==> config.mk <==
export PLATFORM = sky130hd
export DESIGN_NAME = keypad_scanner_flat
export DESIGN_NICKNAME = d
export VERILOG_FILES = /design/src/rtl/keypad_scanner_if.sv /design/src/rtl/keypad_scanner.sv /design/src/flat_wrapper.sv
export SDC_FILE = /design/constraint.sdc
export NUM_CORES = 1
export LEC_CHECK = 0
export CAP_MARGIN = 30
export CORE_MARGIN = 4
export CORE_UTILIZATION = 51
export DETAILED_ROUTE_END_ITERATION = 8
export PLACE_DENSITY = 0.86
export SYNTH_ARGS = -nofsm -noshare
export SYNTH_HDL_FRONTEND = slang
export SYNTH_SLANG_ARGS = --single-unit
==> constraint.sdc <==
create_clock -name clk -period 3.4 [get_ports clk]
set_input_delay 0.34 -clock clk [delete_from_list [all_inputs] [get_ports clk]]
set_output_delay 0.34 -clock clk [all_outputs]
set_load 0.02 [all_outputs]
==> src/rtl/keypad_scanner_if.sv <==
// CPU-side register bus of the keypad scanner: load/store strobes, word address,
// write data and combinational read data.
interface keypad_scanner_if #(
    parameter int XLEN         = 32,
    parameter int KEY_ADDR_LEN = 2
);
    logic                    re;
    logic                    we;
    logic [KEY_ADDR_LEN-1:0] addr;
    logic [XLEN-1:0]         wdata;
    logic [XLEN-1:0]         rdata;

    modport master (output re, we, addr, wdata, input rdata);
    modport slave  (input re, we, addr, wdata, output rdata);
endinterface

==> src/rtl/keypad_scanner.sv <==
// 4x4 matrix keypad scanner: column strobe, full-matrix debounce, key-press
// event FIFO with overflow flag, memory-mapped to the CPU and irq while non-empty.
module keypad_scanner #(
    parameter int XLEN            = 32,
    parameter int KEY_ADDR_LEN    = 2,
    parameter int SCAN_DIV_WIDTH  = 10,
    parameter int DEBOUNCE_FRAMES = 3,
    parameter int FIFO_DEPTH      = 4
) (
    input  logic              clk,
    input  logic              reset,
    keypad_scanner_if.slave   bus,
    input  logic [3:0]        row_n,
    output logic [3:0]        col_n,
    output logic              irq
);
    localparam int PTR_W = $clog2(FIFO_DEPTH);
    localparam int CNT_W = $clog2(FIFO_DEPTH + 1);
    localparam int DB_W  = (DEBOUNCE_FRAMES > 1) ? $clog2(DEBOUNCE_FRAMES) : 1;

    localparam logic [DB_W-1:0]         DB_MAX   = DB_W'(DEBOUNCE_FRAMES - 1);
    localparam logic [CNT_W-1:0]        CNT_FULL = CNT_W'(FIFO_DEPTH);
    localparam logic [KEY_ADDR_LEN-1:0] A_STATUS = KEY_ADDR_LEN'(0);
    localparam logic [KEY_ADDR_LEN-1:0] A_DATA   = KEY_ADDR_LEN'(1);
    localparam logic [KEY_ADDR_LEN-1:0] A_STATE  = KEY_ADDR_LEN'(2);
    localparam logic [KEY_ADDR_LEN-1:0] A_CTRL   = KEY_ADDR_LEN'(3);

    // State
    logic [3:0]                row_meta_q, row_meta_d;
    logic [3:0]                row_sync_q, row_sync_d;
    logic [SCAN_DIV_WIDTH-1:0] divider_q, divider_d;
    logic [1:0]                col_sel_q, col_sel_d;
    logic [3:0]                col_n_q, col_n_d;
    logic [15:0]               frame_q, frame_d;
    logic [15:0]               candidate_q, candidate_d;
    logic [DB_W-1:0]           stable_cnt_q, stable_cnt_d;
    logic [15:0]               debounced_q, debounced_d;
    logic [15:0]               pending_q, pending_d;
    logic [3:0]                mem_q [FIFO_DEPTH];
    logic [3:0]                mem_d [FIFO_DEPTH];
    logic [PTR_W-1:0]          wr_ptr_q, wr_ptr_d;
    logic [PTR_W-1:0]          rd_ptr_q, rd_ptr_d;
    logic [CNT_W-1:0]          count_q, count_d;
    logic                      ovf_q, ovf_d;

    // Combinational helpers
    logic        tick;
    logic        frame_end;
    logic [3:0]  row;
    logic        accept;
    logic [15:0] new_ev;
    logic        ev_valid;
    logic [3:0]  ev_code;
    logic [15:0] ev_clr;
    logic        not_empty;
    logic        full;
    logic        pop;
    logic        push;
    logic        ovf_set;
    logic        ctrl_wr;
    logic        flush;
    logic [XLEN-1:0] rdata;
    logic        unused_wdata;

    assign unused_wdata = ^bus.wdata[XLEN-1:2];

    // Scan: 2-FF synchronizer, tick divider and column strobe
    always_comb begin
        row_meta_d = row_n;
        row_sync_d = row_meta_q;
        row        = ~row_sync_q;
        divider_d  = divider_q + 1'b1;
        tick       = &divider_q;
        col_sel_d  = col_sel_q;
        col_n_d    = col_n_q;
        frame_d    = frame_q;
        frame_end  = 1'b0;
        if (tick) begin
            frame_d[{col_sel_q, 2'b00} +: 4] = row;
            col_sel_d = col_sel_q + 2'd1;
            col_n_d   = ~(4'b0001 << col_sel_d);
            frame_end = (col_sel_q == 2'd3);
        end
    end

    // Debounce: frame_d at frame end is the full matrix including the last column
    always_comb begin
        candidate_d  = candidate_q;
        stable_cnt_d = stable_cnt_q;
        debounced_d  = debounced_q;
        accept       = 1'b0;
        if (frame_end) begin
            if (frame_d == candidate_q) begin
                if (stable_cnt_q != DB_MAX)
                    stable_cnt_d = stable_cnt_q + 1'b1;
                if (stable_cnt_q == DB_MAX && frame_d != debounced_q) begin
                    debounced_d = frame_d;
                    accept      = 1'b1;
                end
            end else begin
                candidate_d  = frame_d;
                stable_cnt_d = '0;
            end
        end
        // Only newly pressed keys become events; releases are silent
        new_ev = accept ? (frame_d & ~debounced_q) : 16'h0000;
    end

    // Event drain: lowest pending key code first, one per cycle
    always_comb begin
        ev_valid = |pending_q;
        ev_code  = 4'd0;
        for (int i = 15; i >= 0; i--)
            if (pending_q[i]) ev_code = 4'(i);
        ev_clr = 16'h0000;
        if (ev_valid) ev_clr[ev_code] = 1'b1;
        pending_d = (pending_q & ~ev_clr) | new_ev;
    end

    // Event FIFO and control register
    always_comb begin
        not_empty = (count_q != '0);
        full      = (count_q == CNT_FULL);
        pop       = bus.re && (bus.addr == A_DATA) && not_empty;
        push      = ev_valid && (!full || pop);
        ovf_set   = ev_valid && !push;
        ctrl_wr   = bus.we && (bus.addr == A_CTRL);
        flush     = ctrl_wr && bus.wdata[1];

        mem_d    = mem_q;
        wr_ptr_d = wr_ptr_q;
        rd_ptr_d = rd_ptr_q;
        count_d  = count_q;
        if (flush) begin
            wr_ptr_d = '0;
            rd_ptr_d = '0;
            count_d  = '0;
        end else begin
            if (push) begin
                mem_d[wr_ptr_q] = ev_code;
                wr_ptr_d        = wr_ptr_q + 1'b1;
            end
            if (pop)
                rd_ptr_d = rd_ptr_q + 1'b1;
            case ({push, pop})
                2'b10:   count_d = count_q + 1'b1;
                2'b01:   count_d = count_q - 1'b1;
                default: count_d = count_q;
            endcase
        end

        ovf_d = ovf_q;
        if (ctrl_wr && bus.wdata[0]) ovf_d = 1'b0;
        // A drop in the same cycle wins over the clear
        if (ovf_set) ovf_d = 1'b1;
    end

    // Register read mux
    always_comb begin
        rdata = '0;
        case (bus.addr)
            A_STATUS: begin
                rdata[0]    = not_empty;
                rdata[1]    = ovf_q;
                rdata[15:8] = 8'(count_q);
            end
            A_DATA: begin
                if (not_empty) begin
                    rdata[3:0] = mem_q[rd_ptr_q];
                    rdata[8]   = 1'b1;
                end
            end
            A_STATE: rdata[15:0] = debounced_q;
            default: rdata = '0;
        endcase
    end

    assign bus.rdata = rdata;
    assign col_n     = col_n_q;
    assign irq       = not_empty;

    always_ff @(posedge clk) begin
        if (reset) begin
            row_meta_q   <= 4'hF;
            row_sync_q   <= 4'hF;
            divider_q    <= '0;
            col_sel_q    <= 2'd0;
            col_n_q      <= 4'b1110;
            frame_q      <= '0;
            candidate_q  <= '0;
            stable_cnt_q <= '0;
            debounced_q  <= '0;
            pending_q    <= '0;
            for (int i = 0; i < FIFO_DEPTH; i++) mem_q[i] <= 4'd0;
            wr_ptr_q     <= '0;
            rd_ptr_q     <= '0;
            count_q      <= '0;
            ovf_q        <= 1'b0;
        end else begin
            row_meta_q   <= row_meta_d;
            row_sync_q   <= row_sync_d;
            divider_q    <= divider_d;
            col_sel_q    <= col_sel_d;
            col_n_q      <= col_n_d;
            frame_q      <= frame_d;
            candidate_q  <= candidate_d;
            stable_cnt_q <= stable_cnt_d;
            debounced_q  <= debounced_d;
            pending_q    <= pending_d;
            mem_q        <= mem_d;
            wr_ptr_q     <= wr_ptr_d;
            rd_ptr_q     <= rd_ptr_d;
            count_q      <= count_d;
            ovf_q        <= ovf_d;
        end
    end
endmodule
==> src/flat_wrapper.sv <==
// flat-port wrapper written by rule: the top's interface ports become plain ports
module keypad_scanner_flat 
#(
    parameter int XLEN            = 32,
    parameter int KEY_ADDR_LEN    = 2,
    parameter int SCAN_DIV_WIDTH  = 10,
    parameter int DEBOUNCE_FRAMES = 3,
    parameter int FIFO_DEPTH      = 4
)
  (clk, reset, row_n, col_n, irq, bus_re, bus_we, bus_addr, bus_wdata, bus_rdata);
  keypad_scanner_if #(.XLEN(XLEN), .KEY_ADDR_LEN(KEY_ADDR_LEN)) bus_i ();
  input  logic clk;
  input  logic reset;
  input  logic [3:0] row_n;
  output logic [3:0] col_n;
  output logic irq;
  input wire logic [$bits(bus_i.re)-1:0] bus_re;
  input wire logic [$bits(bus_i.we)-1:0] bus_we;
  input wire logic [$bits(bus_i.addr)-1:0] bus_addr;
  input wire logic [$bits(bus_i.wdata)-1:0] bus_wdata;
  output wire logic [$bits(bus_i.rdata)-1:0] bus_rdata;
  assign bus_i.re = bus_re;
  assign bus_i.we = bus_we;
  assign bus_i.addr = bus_addr;
  assign bus_i.wdata = bus_wdata;
  assign bus_rdata = bus_i.rdata;
  keypad_scanner #(.XLEN(XLEN), .KEY_ADDR_LEN(KEY_ADDR_LEN), .SCAN_DIV_WIDTH(SCAN_DIV_WIDTH), .DEBOUNCE_FRAMES(DEBOUNCE_FRAMES), .FIFO_DEPTH(FIFO_DEPTH)) u_core (.clk(clk), .reset(reset), .bus(bus_i), .row_n(row_n), .col_n(col_n), .irq(irq));
endmodule
==> metrics.md, run 1 <==
| Metric | Value |
|---|---|
| Die H | `119 µm` |
| Max FO, Critical Path | `13` |
| Fin util | `0.630` |
| Internal Pwr Total | `2.64 mW` |
| Final Wtd Congestion | `0.958` |
| Main synth FF type | `dfxtp_1` |
| YS warnings | `0` |
| Worst setup path class | `reg2reg` |
| Status | `finished clean` |
| R2r endpoint | `u_core.debounced_q[1]` |
| Total Routing Usage GR | `0.217` |
| Max VDD drop | `0.320 mV` |
| Mux contribution to synthesized area | `0.0825` |
| Non-Filler Instances | `949` |
| Initial antenna violation count | `0` |
| Worst path slowest cell | `or4b_1` |
| Synthesized flop and latch total | `114` |
| Max Clk Rate | `310 MHz` |
| CTS H-tree depth | `4` |
| Max incr delay on CP | `0.55 ns` |
| Post-Synth Adder-Cell Area | `0.0687` |
| Setup TNS | `0 ns` |
| Area growth from synthesis to layout | `20.6%` |
| CP delay by family, top | `simple AND/OR/NAND/NOR gates` |
| Switching share of power | `0.206` |
| Pwr dens | `437 nW/µm²` |
| Sink Count | `114` |
| # setup viols final | `0` |
| DP Area | `6870 µm²` |
| Fin. max-slew vios | `0` |
| Least-Margin Pin Slew | `0.880 ns` |
| CP Cell Sequence | `inv_1 -> ha_1 -> buf_4 -> or4b_1 -> o21ai_1 -> buf_4 -> ha_1 -> nand4_1 -> o41ai_2 -> nor2_1 -> and4bb_4 -> buf_4 -> a21o_1 -> a21oi_1` |
| HP Class | `reg2reg` |
| Critical path arrival | `3.55 ns` |
| Skew final | `0.00597 ns` |
| Routed len/inst | `16.0 µm` |
| Final min period | `3.22 ns` |
| Number of remaining DRC errors | `0` |
| Syn Std Cell Area | `6300 µm²` |
| Logic gate share of total power | `0.025` |
| PortBufs | `32` |
| Post-synth top cells | `dfxtp_1 (114), nor2_1 (58), inv_1 (46)` |
| Tcrit/Tclk final | `0.948` |
| Ports | `79` |
| R2R depth | `14` |
| CP startpoint kind | `flop` |
| Clock share of power | `0.568` |
| Hold-fix buffers at CTS | `0` |
| Synth Area in Compound Gates | `0.154` |
| CP endpoint kind | `flop` |
| CORE AREA | `12100 µm²` |
| DR vias/cell | `5.67` |
| Root Buffer | `clkbuf_16` |
| Post-synthesis instance total | `715` |
| Sequential share of power | `0.407` |
| Largest net degree at the start of global routing | `92` |
| Antenna-violating nets left | `0` |
| RSZ-0062 raised after global routing | `false` |
| Async SR Flop Fraction | `0` |
| Core Rows | `40` |
| Placed cell count | `912` |
| Final Hold Fails | `0` |
| CP startpoint | `u_core.col_sel_q[0]` |
| Die Span X | `119 µm` |
| Final Hold Slack | `0.407 ns` |
| First-pass GRT wire length | `25400 µm` |
| Area leader, netlist | `dfxtp_1` |
| Die Footprint | `14200 µm²` |
| Worst r2r src | `u_core.col_sel_q[0]` |
| Grt ovf | `0` |
| Rel. slew slack | `0.413` |
| Ant. Diodes | `0` |
| Via count | `5378` |
| Post-synth EDFFs | `0` |
| Initial core utilization | `0.522` |
| CP endpoint | `u_core.debounced_q[1]` |
| Stages on worst setup path | `14` |
| Clk_lat worst skew | `0.41 ns` |
| Netlist cell types | `76` |
| Top-count cell post-synth | `dfxtp_1` |
| Vias in the first global route | `5394` |
| DRT Wirelength | `15200 µm` |
| Xor and xnor area share after synthesis | `0.0376` |
| First drt pass iteration count | `5` |
| Clk slew on worst S/H paths | `0.05 ns` |
| Drt initial violations | `449` |
| Top-area cell type share of the netlist area | `0.362` |
| Largest family of logic cells by synthesized area | `simple AND/OR/NAND/NOR gates` |
| Clock Path Buffers | `2` |
| Psw | `0.683 mW` |
| Crit path required time | `3.73 ns` |
| Avg Inst Size Synth | `8.81 µm²` |
| Layout Nets | `844` |
| Seq/Total Area, Yosys | `0.362` |
| Synth area leaders | `dfxtp_1 (36%), ha_1 (6.6%), a21oi_1 (3.5%), nor2_1 (3.5%), nand3_1 (3.3%)` |
| TritonCTS clock tree | `done` |
| Total CTS buffers | `17` |
| WP buf/inv | `4` |
| Max Cap Viol | `0` |
| HPWL after DPL | `10100 µm` |
| Post-layout instance area | `7590 µm²` |
| R2R setup slack | `0.18 ns` |
| Lkg Pwr | `3.11 nW` |
| Simple-gate area share of the yosys netlist | `0.216` |
| Cell mode on critical path | `buf_4` |
| Layout cells sized above 1 | `0.156` |
==> metal layers <==
metal | wire length [µm] | global-route usage
met4 | 488 | 0.114
met1 | 6590 | 0.280
met2 | 7200 | 0.346
met5 | 0 | 0
met3 | 923 | 0.0408
==> area by class of cell <==
type | instances | area (µm²)
clock inverters | 12 | 180
repair buffers | 73 | 651
fillers | 937 | 4470
flip-flops and latches | 114 | 2280
well taps | 168 | 210
multi-input cells | 516 | 3640
inverters | 46 | 173
clock buffers | 20 | 457
==> repair_timing <==
item / 4_1_cts / 5_1_grt
pin swaps: 2 / 3
gates cloned: 0 / 1
setup endpoints to repair: 25 / 47
gates resized for setup: 2 / 17
buffers inserted: 2 / 1
==> worst reg2reg max path, cell delays in order (launching register included) <==
cell and delay (ns):
dfxtp_1 0.33, inv_1 0.10, ha_1 0.28, buf_4 0.19, or4b_1 0.55, o21ai_1 0.14
buf_4 0.13, ha_1 0.12, nand4_1 0.10, o41ai_2 0.34, nor2_1 0.07, and4bb_4 0.26
buf_4 0.19, a21o_1 0.20, a21oi_1 0.14
==> flip-flops by register name (all words and copies together) (netlist names), 4 cells and up <==
signal / cells
u_core.row_meta_q: 4
u_core.frame_q: 16
u_core.divider_q: 10
u_core.debounced_q: 16
u_core.col_n: 4
u_core.pending_q: 16
u_core.candidate_q: 16
u_core.row_sync_q: 4
u_core.mem_q: 16
==> cell families after synthesis <==
family                     after synthesis
adders and majority gates               34
xor gates and xnor gates                27
AOI/OAI and AO/OA                      144
DFF                                    114
other                                    1
and+or+nand+nor                        253
muxes                                   41
buffers and inverters                  101
==> how the worst min path moves through the flow <==
stage / from / endpoint / slack [ns] / depth (start not counted)
finish: u_core.row_meta_q[1] / u_core.row_sync_q[1] / 0.41 / 1
global route: u_core.row_meta_q[3] / u_core.row_sync_q[3] / 0.43 / 1
CTS: u_core.row_meta_q[1] / u_core.row_sync_q[1] / 0.41 / 1
detailed placement: u_core.row_meta_q[1] / u_core.row_sync_q[1] / 0.39 / 1
global placement: u_core.row_meta_q[3] / u_core.row_sync_q[3] / 0.39 / 1
floorplan: u_core.row_meta_q[0] / u_core.row_sync_q[0] / 0.39 / 1
==> cells in the final DEF (no fill, tap or decap), types with 5 or more instances in the layout <==
cell	count
and2_1	11
inv_1	46
mux2_2	7
nand2b_1	6
nand4_1	12
a21oi_1	44
dfxtp_1	113
buf_4	39
xnor2_1	10
conb_1	16
nand2_1	43
o31ai_1	13
nand3_1	41
nor2b_1	30
or2_2	8
ha_1	32
mux2i_1	19
clkbuf_16	17
o21ai_0	14
nor2_1	58
nor4_1	8
clkdlybuf4s50_1	31
clkinvlp_4	5
a21o_1	18
a22oi_1	5
xor2_1	17
mux2_4	10
nor3_1	7
o21ai_1	6
==> power groups by stage <==
stage,Sequential [mW],Combinational (mW),Clock [mW]
detailed placement,1.38,0.0805,0
global placement,1.38,0.0794,0
CTS,1.35,0.0812,1.91
finish,1.35,0.0822,1.89
floorplan,1.38,0.0702,0
global route,1.35,0.0902,1.96
==> through the flow <==
stage                     power [mW]  setup WS [ns]
final                           3.32          0.176
after global routing            3.41         0.0106
after CTS                       3.34        0.00956
after detailed placement        1.46        -0.0385
after global placement          1.46         0.0778
after floorplan                 1.45         0.0417
Power figures use the tool's default switching activity.
==> run 2: changes to the inputs <==
--- a/config.mk
+++ b/config.mk
@@ -6,10 +6,12 @@
 export NUM_CORES = 1
 export LEC_CHECK = 0
 export CAP_MARGIN = 30
+export CELL_PAD_IN_SITES_DETAIL_PLACEMENT = 1
+export CELL_PAD_IN_SITES_GLOBAL_PLACEMENT = 1
 export CORE_MARGIN = 4
-export CORE_UTILIZATION = 51
+export CORE_UTILIZATION = 38
 export DETAILED_ROUTE_END_ITERATION = 8
-export PLACE_DENSITY = 0.86
+export PLACE_DENSITY = 0.85
 export SYNTH_ARGS = -nofsm -noshare
 export SYNTH_HDL_FRONTEND = slang
 export SYNTH_SLANG_ARGS = --single-unit
==> metrics.md, run 2 (same netlist as run 1, synthesis figures left out) <==
| Metric | Value |
|---|---|
| Status | `finished clean` |
| Grt ovf | `0 (unchanged)` |
| Psw | `0.696 mW (+1.8%)` |
| Drt initial violations | `367 (-18%)` |
| Switching share of power | `0.217 (+0.0114)` |
| Max Clk Rate | `305 MHz (-1.8%)` |
| Initial antenna violation count | `0 (unchanged)` |
| Tcrit/Tclk final | `0.965 (+0.0170)` |
| Max VDD drop | `0.352 mV (+10%)` |
| Clk_lat worst skew | `0.42 ns (about the same)` |
| Least-Margin Pin Slew | `0.970 ns (+0.0899 ns)` |
| Worst r2r src | `u_core.divider_q[1]` |
| Layout cells sized above 1 | `0.178 (+0.0214)` |
| Non-Filler Instances | `1010 (+6.4%)` |
| Final Hold Fails | `0 (unchanged)` |
| # fillers | `1839 (+96%)` |
| Sink Count | `114 (unchanged)` |
| Antenna-violating nets left | `0 (unchanged)` |
| Max FO, Critical Path | `28 (+15)` |
| R2R depth | `13 (-1)` |
| Clock Path Buffers | `2 (unchanged)` |
| Largest net degree at the start of global routing | `94 (+2.2%)` |
| TritonCTS clock tree | `done` |
| Layout Nets | `859 (+1.8%)` |
| Internal Pwr Total | `2.51 mW (-4.9%)` |
| Register area | `2280 µm² (unchanged)` |
| HP Class | `reg2reg` |
| Total CTS buffers | `17 (unchanged)` |
| Final Wtd Congestion | `0.840 (-12%)` |
| R2r endpoint | `u_core.debounced_q[14]` |
| Logic gate share of total power | `0.027 (+0.002)` |
| Cell mode on critical path | `nand4_1` |
| Number of remaining DRC errors | `0 (unchanged)` |
| CORE AREA | `16100 µm² (+33%)` |
| DR vias/cell | `5.43 (-4.2%)` |
| Max incr delay on CP | `0.40 ns (-0.15 ns)` |
| Worst setup path class | `reg2reg` |
| Sequential share of power | `0.422 (+0.015)` |
| Die Footprint | `18700 µm² (+32%)` |
| Root Buffer | `clkbuf_16` |
| Skew final | `0.00585 ns (-0.000126 ns)` |
| Lkg Pwr | `3.17 nW (+2.1%)` |
| Ant. Diodes | `0 (unchanged)` |
| Clk slew on worst S/H paths | `0.05 ns (about the same)` |
| Ports | `79 (unchanged)` |
| CP endpoint kind | `flop` |
| Placed cell count | `977 (+7.1%)` |
| PortBufs | `32 (unchanged)` |
| Max Cap Viol | `0 (unchanged)` |
| Crit path required time | `3.74 ns (about the same)` |
| R2R setup slack | `0.12 ns (-0.06 ns)` |
| # setup viols final | `0 (unchanged)` |
| Initial core utilization | `0.392 (-0.130)` |
| CTS H-tree depth | `4 (unchanged)` |
| CP startpoint kind | `flop` |
| Via count | `5483 (+2.0%)` |
| Total Routing Usage GR | `0.196 (-0.0217)` |
| Die H | `137 µm (+15%)` |
| Fin. max-slew vios | `0 (unchanged)` |
| CP startpoint | `u_core.divider_q[1]` |
| DRT Wirelength | `17900 µm (+18%)` |
| Area growth from synthesis to layout | `22.9%` |
| Rel. slew slack | `0.353 (-0.0599)` |
| Critical path arrival | `3.62 ns (+0.07 ns)` |
| CP endpoint | `u_core.debounced_q[14]` |
| Worst path slowest cell | `o41ai_2` |
| Hold path depth | `1 (unchanged)` |
| First drt pass iteration count | `5 (unchanged)` |
| Vias in the first global route | `5593 (+3.7%)` |
| Core Rows | `46 (+15%)` |
| Pwr dens | `414 nW/µm² (-5.3%)` |
| Clock share of power | `0.551 (-0.017)` |
| Final min period | `3.28 ns (+0.0578 ns)` |
| Commonest non-fill, non-tap cell in the layout | `dfxtp_1` |
| Die Span X | `137 µm (+15%)` |
| HPWL after DPL | `12200 µm (+21%)` |
| Commonest cells after routing, fill and taps aside | `dfxtp_1 (113), nor2_1 (57), buf_4 (52)` |
| First-pass GRT wire length | `28900 µm (+14%)` |
| CP Cell Sequence | `ha_2 -> and4_4 -> nand4_1 -> buf_6 -> mux2_2 -> ha_1 -> nand4_1 -> o41ai_2 -> nor2_1 -> and4bb_4 -> buf_12 -> a21o_1 -> a21oi_1` |
| Fin util | `0.482 (-0.148)` |
| Multi-input gate area | `3660 µm² (+0.41%)` |
| Routed len/inst | `17.7 µm (+11%)` |
run 2: per-stage QoR:
stage	hold slack [ns]	setup TNS, ns	cell area [µm²]	power (mW)	setup slack, ns
after CTS	0.413	0	7620	3.23	0.00602
after global placement	0.393	0	7040	1.46	0.0415
after floorplan	0.389	0	6360	1.45	0.0417
after detailed placement	0.400	-0.691	7050	1.46	-0.0576
after global routing	0.422	-0.632	7740	3.30	-0.0644
final	0.410	0	7740	3.20	0.119
run 2: repair_timing:
item | in CTS | in global routing
resized for setup | 2 | 25
endpoints found under the setup margin | 27 | 48
pin swaps | 0 | 6
buffers inserted | 0 | 3
hold buffers | 0 | 0
run 2: worst min path at each step:
stage                               startpoint              endpoint
after floorplan           u_core.row_meta_q[0]  u_core.row_sync_q[0]
after detailed placement  u_core.row_meta_q[1]  u_core.row_sync_q[1]
final                     u_core.row_meta_q[0]  u_core.row_sync_q[0]
after global routing      u_core.row_meta_q[0]  u_core.row_sync_q[0]
after CTS                 u_core.row_meta_q[0]  u_core.row_sync_q[0]
after global placement    u_core.row_meta_q[0]  u_core.row_sync_q[0]
run 2: power groups by stage:
stage | clock network [mW] | logic, mW | registers [mW]
6_report | 1.77 | 0.0864 | 1.35
5_1_grt | 1.85 | 0.0936 | 1.35
4_1_cts | 1.79 | 0.0852 | 1.35
3_5_place_dp | 0 | 0.0843 | 1.38
3_3_place_gp | 0 | 0.0822 | 1.38
2_1_floorplan | 0 | 0.0702 | 1.38
run 2: critical path: cells and delay by family, from the launching register on:
kind                       cells  cell delay (ns)
AOI/OAI and AO/OA              3             0.72
adders and majority gates      2             0.51
muxes                          1             0.31
and+or+nand+nor                5             0.94
buffers and inverters          2             0.38
DFF                            1             0.33
run 2: cell type report:
type / instances / share of cell area
Tap cell: 216 / 0.0349
Timing Repair Buffer: 89 / 0.101
Sequential cell: 114 / 0.295
Inverter: 46 / 0.0223
Clock buffer: 19 / 0.0559
Multi-Input combinational cell: 515 / 0.472
Clock inverter: 11 / 0.0181
run 2: routing by layer:
metal  vias up  wire [µm]  GRT usage
met3        38        682     0.0360
met1      2695       8120      0.250
met2       123       8730      0.325
li1       2627          -          -
met4         0        389     0.0812
met5         -          0          0
==> run 3: changes to the inputs <==
--- a/config.mk
+++ b/config.mk
@@ -11,6 +11,7 @@
 export CORE_MARGIN = 4
 export CORE_UTILIZATION = 38
 export DETAILED_ROUTE_END_ITERATION = 8
+export HOLD_SLACK_MARGIN = 0.02
 export PLACE_DENSITY = 0.85
 export SYNTH_ARGS = -nofsm -noshare
 export SYNTH_HDL_FRONTEND = slang
==> results of run 3 <==
Same layout as run 2: the final DEF is identical, and so are final timing and power.
